## src/rtl/serial_add_sub.sv

```systemverilog
// Bit-serial adder/subtractor: one full-adder cell reused over WIDTH cycles,
// with a single carry/borrow flop chaining the bits from LSB to MSB.
module serial_add_sub #(
    parameter  int WIDTH = 8,
    localparam int CNT_W = $clog2(WIDTH + 1)
) (
    input  logic             clk,
    input  logic             rst_n,
    input  logic             start,
    input  logic             mode,
    input  logic [WIDTH-1:0] a,
    input  logic [WIDTH-1:0] b,
    input  logic             cin,
    output logic             busy,
    output logic             done,
    output logic [WIDTH-1:0] result,
    output logic             cout,
    output logic             overflow
);

    typedef enum logic [1:0] {IDLE, RUN, DONE} state_t;

    state_t             state_q, state_d;
    logic [WIDTH-1:0]   sha_q, shb_q, res_q, res_d;
    logic [CNT_W-1:0]   cnt_q;
    logic               c_q, c_d, ovf_q, sum_bit, last_bit;

    assign sum_bit  = sha_q[0] ^ shb_q[0] ^ c_q;
    assign c_d      = (sha_q[0] & shb_q[0]) | (sha_q[0] & c_q) | (shb_q[0] & c_q);
    assign last_bit = (cnt_q == CNT_W'(WIDTH - 1));
    // Sum bits enter at the MSB so that after WIDTH shifts bit 0 lands at the LSB.
    assign res_d    = (res_q >> 1) | (WIDTH'(sum_bit) << (WIDTH - 1));

    always_ff @(posedge clk or negedge rst_n) begin
        if (!rst_n) state_q <= IDLE;
        else        state_q <= state_d;
    end

    always_comb begin
        state_d = state_q;
        case (state_q)
            IDLE:    if (start) state_d = RUN;
            RUN:     if (last_bit) state_d = DONE;
            DONE:    state_d = IDLE;
            default: state_d = IDLE;
        endcase
    end

    always_comb begin
        busy = (state_q != IDLE);
        done = (state_q == DONE);
    end

    // Subtract is a + ~b + ~cin, so the carry flop holds NOT borrow throughout.
    always_ff @(posedge clk or negedge rst_n) begin
        if (!rst_n) begin
            sha_q <= '0;
            shb_q <= '0;
            res_q <= '0;
            cnt_q <= '0;
            c_q   <= 1'b0;
            ovf_q <= 1'b0;
        end else begin
            case (state_q)
                IDLE: if (start) begin
                    sha_q <= a;
                    shb_q <= mode ? ~b : b;
                    c_q   <= mode ? ~cin : cin;
                    cnt_q <= '0;
                    ovf_q <= 1'b0;
                end
                RUN: begin
                    sha_q <= sha_q >> 1;
                    shb_q <= shb_q >> 1;
                    c_q   <= c_d;
                    res_q <= res_d;
                    cnt_q <= cnt_q + CNT_W'(1);
                    if (last_bit) ovf_q <= c_q ^ c_d;
                end
                default: ;
            endcase
        end
    end

    assign result   = res_q;
    assign cout     = c_q;
    assign overflow = ovf_q;

endmodule

```

## config.mk

```make
export PLATFORM = sky130hd
export DESIGN_NAME = serial_add_sub
export DESIGN_NICKNAME = d
export VERILOG_FILES = /design/src/rtl/serial_add_sub.sv
export SDC_FILE = /design/constraint.sdc
export NUM_CORES = 1
export LEC_CHECK = 0
export CAP_MARGIN = 20
export CORE_UTILIZATION = 45
export DETAILED_ROUTE_END_ITERATION = 10
export PLACE_DENSITY = 0.85
export RECOVER_POWER = 100
export SLEW_MARGIN = 0
export SYNTH_ARGS = -nofsm -noshare
export SYNTH_HDL_FRONTEND = slang
export SYNTH_SLANG_ARGS = --single-unit
export TNS_END_PERCENT = 20
```

## constraint.sdc

```tcl
create_clock -name clk -period 1.3 [get_ports clk]
set_clock_uncertainty 0.1 [all_clocks]
set_input_delay 0.195 -clock clk [delete_from_list [all_inputs] [get_ports clk]]
set_output_delay 0.195 -clock clk [all_outputs]
set_load 0.02 [all_outputs]
```

# Yosys cells after proc, flatten, opt, wreduce, memory -nomap -nowiden
# Cells that the tools add are included.
[classes]
div_mod_pow = 0
n_mul = 0
muxes = 16
shift = 0
n_eq_ne = 5
n_bitwise = 11
reduce_logical = 6
add_sub_neg = 1
n_lt_le_gt_ge = 0
[op_table]
columns = ["cell", "count"]
rows = [
  ["$pmux W8 S2", 2],
  ["$mux W8", 3],
  ["$not A8 Y8", 1],
  ["$or A7 B8 Y8", 1],
  ["$pmux W4 S2", 1],
  ["$add A4 B1 Y4 const B", 1],
  ["$eq A4 B3 Y1 const B", 1],
  ["$mux W1", 4],
  ["$mux W2", 2],
  ["$mux W4", 1],
  ["$ne A2 B2 Y1 const B", 2],
  ["$pmux W1 S2", 2],
  ["$pmux W2 S2", 1],
  ["$reduce_and A2 Y1", 2],
  ["$reduce_bool A2 Y1", 2],
  ["$and A1 B1 Y1", 3],
  ["$reduce_and A3 Y1", 1],
  ["$xor A1 B1 Y1", 3],
  ["$eq A2 B1 Y1 const B", 1],
  ["$eq A2 B2 Y1 const B", 1],
  ["$logic_not A2 Y1", 1],
  ["$or A1 B1 Y1", 2],
  ["$not A1 Y1", 1],
]
[totals]
regBits = 32
rom_bits = 0
latch_bits = 0
output_inout_bits = 12
mem_count = 0
mem_bits_rw = 0

# Depth between registers and ports, before layout
[depth]
depth_word = 6
ltp_mapped = 5
depth_no_buf = 4

# Worst setup path after synthesis
# No wires, ideal clock.
[synth_path]
kind = "reg2reg"
from = "reg c_q (netlist: cout)"
to = "reg c_q (netlist: cout)"
required_time_ps = 1074
period_less_slack_ps = 1486
arrival_ps = 1260
path_stages_with_launch = 3
path_slack_ps = -186
n_path_buf = 0
cell_sequence = "dfrtp_1 fa_1 a221o_1"
[synth_between]
elab_chain_len = 4
word_cells_on_any_way = 5
classes_between = "mux: 1; bitwise: 4"
[synth_rtl]
columns = ["item", "line_no", "text"]
rows = [
  ["start: declaration", "26", "logic c_q, c_d, ovf_q, sum_bit, last_bit;"],
  ["start signal: assignment", "68", "c_q <= mode ? ~cin : cin;"],
  ["$and A1 B1 Y1", "29", "assign c_d = (sha_q[0] & shb_q[0]) | (sha_q[0] & c_q) | (shb_q[0] & c_q);"],
  ["$or A1 B1 Y1", "29", ""],
  ["$or A1 B1 Y1 (*)", "29", ""],
  ["$pmux W1 S2 (*)", "64", "case (state_q)"],
]
# Every way passes the cells marked *; elsewhere a longest branch is shown, timed or not.
# A chain may end at the register's enable or synchronous reset.

# Worst setup path after layout
[layout_path]
from = "reg state_q[0]"
to = "reg cnt_q[2]"
[layout_between]
elab_chain_len = 3
word_cells_on_any_way = 6
classes_between = "eq/ne: 2; mux: 1; reduce/logical: 3"
[layout_rtl]
columns = ["item", "line_no", "text"]
rows = [
  ["start: declaration", "23", "state_t state_q, state_d;"],
  ["start signal: assignment", "36", "else state_q <= state_d;"],
  ["$eq A2 B1 Y1 / $logic_not A2 Y1 (equally long branches)", "64", ""],
  ["$reduce_bool A2 Y1 (no line) / $ne A2 B2 Y1 (equally long branches)", "--", ""],
  ["$reduce_and A2 Y1 (no line)", "--", ""],
  ["end signal: assignment", "77", "cnt_q <= cnt_q + CNT_W'(1);"],
  ["end: declaration", "25", "logic [CNT_W-1:0] cnt_q;"],
]
# Parallel ways exist; a longest one is shown, timed or not.

==> results.yml <==
synth:
  synthesis.area_sq_um: 1500
  netlist_instances: 141
  ys_warn_count: 0
  ys_types: 27
  avgSynthCellArea_sq_um: 10.6
  ys_seq_elements: 32
  syn_nets: 164
  ys_seq_area_share_pct: 53.4
placed_design:
  place_congestion: 0.733
  hpwl_um: 2120
  port_buffers: 32
finish:
  post_route_cells_drive_above_1_share_pct: 27.7
  nFillCells: 271
  final_util_pct: 67.0
  area_growth_pct: 38.6
  n_antenna_cell: 0
  final-seq-area_sq_um: 802
  multi_input_area_sq_um: 674
  nNetsFinal: 210
detailed_routing:
  ant_nets: 0
  num_vias: 1203
  viasPerCell: 5.19
  drc: 0
  route.detailed.wl_per_inst_um: 14.0
  drt_iter0_markers: 61
  wirelength_um: 3260
  drt_pass1_iterations: 4
worst_setup_path:
  crit_start: "state_q[0]"
  crit_path_max_fanout: 7
  start_kind: "flip-flop"
  criticalPathCategory: "flip-flop to flip-flop"
  critPathMaxStageDelay_ps: 440
  cpMaxStageDelayCell: "or3b_4"
  crit_path_cell_trace: "buf_6 > or3b_4 > o211ai_1 > o41ai_2"
  timing.rr.start: "state_q[0]"
  crit_arrival_ps: 1570
  cp-end-kind: "flip-flop"
  required_ps: 1410
global_routing:
  met3_usage_pct: 7.14
  met1_usage_pct: 25.1
  top_usage_layer: "met2"
  grt_usage_pct: 21.9
  grt_use_met2_pct: 36.0
  grt_first_pass_wirelength_um: 5540
  grt.overflow.total: 0
  grt_max_degree: 33
  antenna_found_initial: 0
  grt_pass1_vias: 1240
clock_network:
  clkLatencyLatePin_ps: 340
  clk_pin_slew_ps: 110
  numCtsBuffers: 5
  root_buffer: "clkbuf_4"
  cts_tree: "built"
  cts_max_level: 2
  clock_path_buffers: 2
  clkSinkCount: 32
sta:
  rsz0062_at_grt: "true"
  drv_slew: 0
  fin_ws_ps: -161
  maxSlewHeadroom_pct: 48.5
  setup_violations: 24
  hold_viol_final: 0
  worstMarginPinSlew_ps: 773
  fin_crit_sh_pct: 112
  holdWs_ps: 343
  max_freq_ghz: 0.685
  period_needed_ps: 1460
power_and_ir_drop:
  leakage_nw: 1.00
  p_total_w: 0.00495
  ir_worst_vdd_mv: 0.951
  powerDensity_nw_per_um2: 2380
floorplanning:
  die_y_um: 59.7
  row_count: 20
  die_area_sq_um: 3570
  start_util_pct: 48.3
  io_pins: 33
  die_w_um: 59.7
  coreArea_sq_um: 3100
status:
  violations: "negative setup slack"
  outcome: "complete, but fails checks"
hold_path:
  worstHoldStart: "a[7]"
  hold_class: "primary input to flip-flop"
flow_run:
  cap_violations: 0
==> sequential cells by signal, summed over array words and instances (netlist names) <==
register	count
result	8
sha_q	8
shb_q	8
cnt_q	4
state_q	2
cout	1
overflow	1
==> per-layer routing <==
| layer | vias to the layer above | part of all wire (%) |
|---|---|---|
| met3 | 10 | 5.1 |
| met4 | 0 | 3.0 |
| met2 | 42 | 53 |
| li1 | 570 | - |
| met1 | 581 | 39 |
| met5 | - | 0 |
==> cells by family after synthesis <==
family          after synthesis  synth area share (%)
simple gates                 52                  14.8
flops                        32                  53.4
compound gates               25                  12.3
buf+inv                      12                  6.17
xor+xnor                     10                  5.84
mux                           8                  5.34
fa+ha+maj                     2                  2.17
==> area by class of cell <==
type / count / share of cell area (%)
flip-flops and latches: 32 / 38.6
multi-input cells: 98 / 32.4
repair buffers: 47 / 22.1
well taps: 44 / 2.65
clock buffers: 6 / 1.99
clock inverters: 2 / 1.68
inverters: 3 / 0.542
==> synth_stat cells, drive strengths merged <==
cell type | number | area, sq um
nand2 | 36 | 135
dfrtp | 32 | 801
o21ai | 10 | 50.0
xnor2 | 10 | 87.6
buf | 9 | 81.3
nor2 | 9 | 33.8
a221o | 8 | 80.1
mux2i | 8 | 80.1
inv | 3 | 11.3
o211ai | 2 | 15.0
o41ai | 2 | 17.5
a21oi | 1 | 5.00
a22o | 1 | 8.76
and2b | 1 | 8.76
fa | 1 | 20.0
ha | 1 | 12.5
nand2b | 1 | 6.26
nand3 | 1 | 5.00
nor2b | 1 | 6.26
nor3 | 1 | 10.0
o21bai | 1 | 7.51
or2 | 1 | 6.26
or3b | 1 | 11.3
==> critical path: cells and delay by family (launching register included) <==
kind                   cells  cell delay (ps)
flip-flops                 1              420
AO/OA/AOI/OAI              2              220
buffers and inverters      1              150
AND/OR/NAND/NOR            1              440
==> per-stage QoR <==
| step | instance area, sq um | cells | setup WS [ps] | setup TNS (ps) |
|---|---|---|---|---|
| final | 2080 | 232 | -161 | -2750 |
| after global routing | 2080 | 232 | -207 | -3840 |
| after CTS | 2080 | 232 | -152 | -2700 |
| after detailed placement | 1960 | 220 | -319 | -5870 |
| after global placement | 1960 | 220 | -250 | -4640 |
| after floorplan | 1510 | 141 | -66.4 | -589 |
==> power breakdown <==
part | total, W | switching, W | internal (W)
Clock | 0.000740 | 0.000337 | 0.000403
Combinational | 0.00247 | 0.00124 | 0.00123
Sequential | 0.00174 | 0.000322 | 0.00142
==> layout by cell type, fill, tap and decap left out, types with 2 or more instances in the layout <==
cell type        count
nand2_1             32
dfrtp_1             31
clkdlybuf4s50_1     19
xnor2_1             10
clkbuf_2            10
nor2_1               9
a221o_1              8
mux2i_1              8
buf_4                7
o21ai_1              5
clkbuf_4             5
o21ai_2              4
nand2_2              4
buf_6                4
buf_12               4
inv_1                3
or3b_4               2
o211ai_1             2
==> worst paths after layout <==
kind / end / depth (start not counted) / slack (ps)
worst min register to register: result[2] / 2 / 390
worst max-delay path: cnt_q[2] / 4 / -160
min in group asynchronous: state_q[0] / 2 / 360
max in group asynchronous: state_q[1] / 2 / 210
worst max register to register: cnt_q[2] / 4 / -160
worst min-delay path: sha_q[7] / 3 / 340
==> what timing repair did <==
action	4_1_cts	5_1_grt
hold buffers	0	0
setup buffers	2	0
resized for setup	61	13
gates cloned	2	0
endpoints found under the setup margin	34	29
pin swaps	3	4
(Power assumes the default switching activity.)
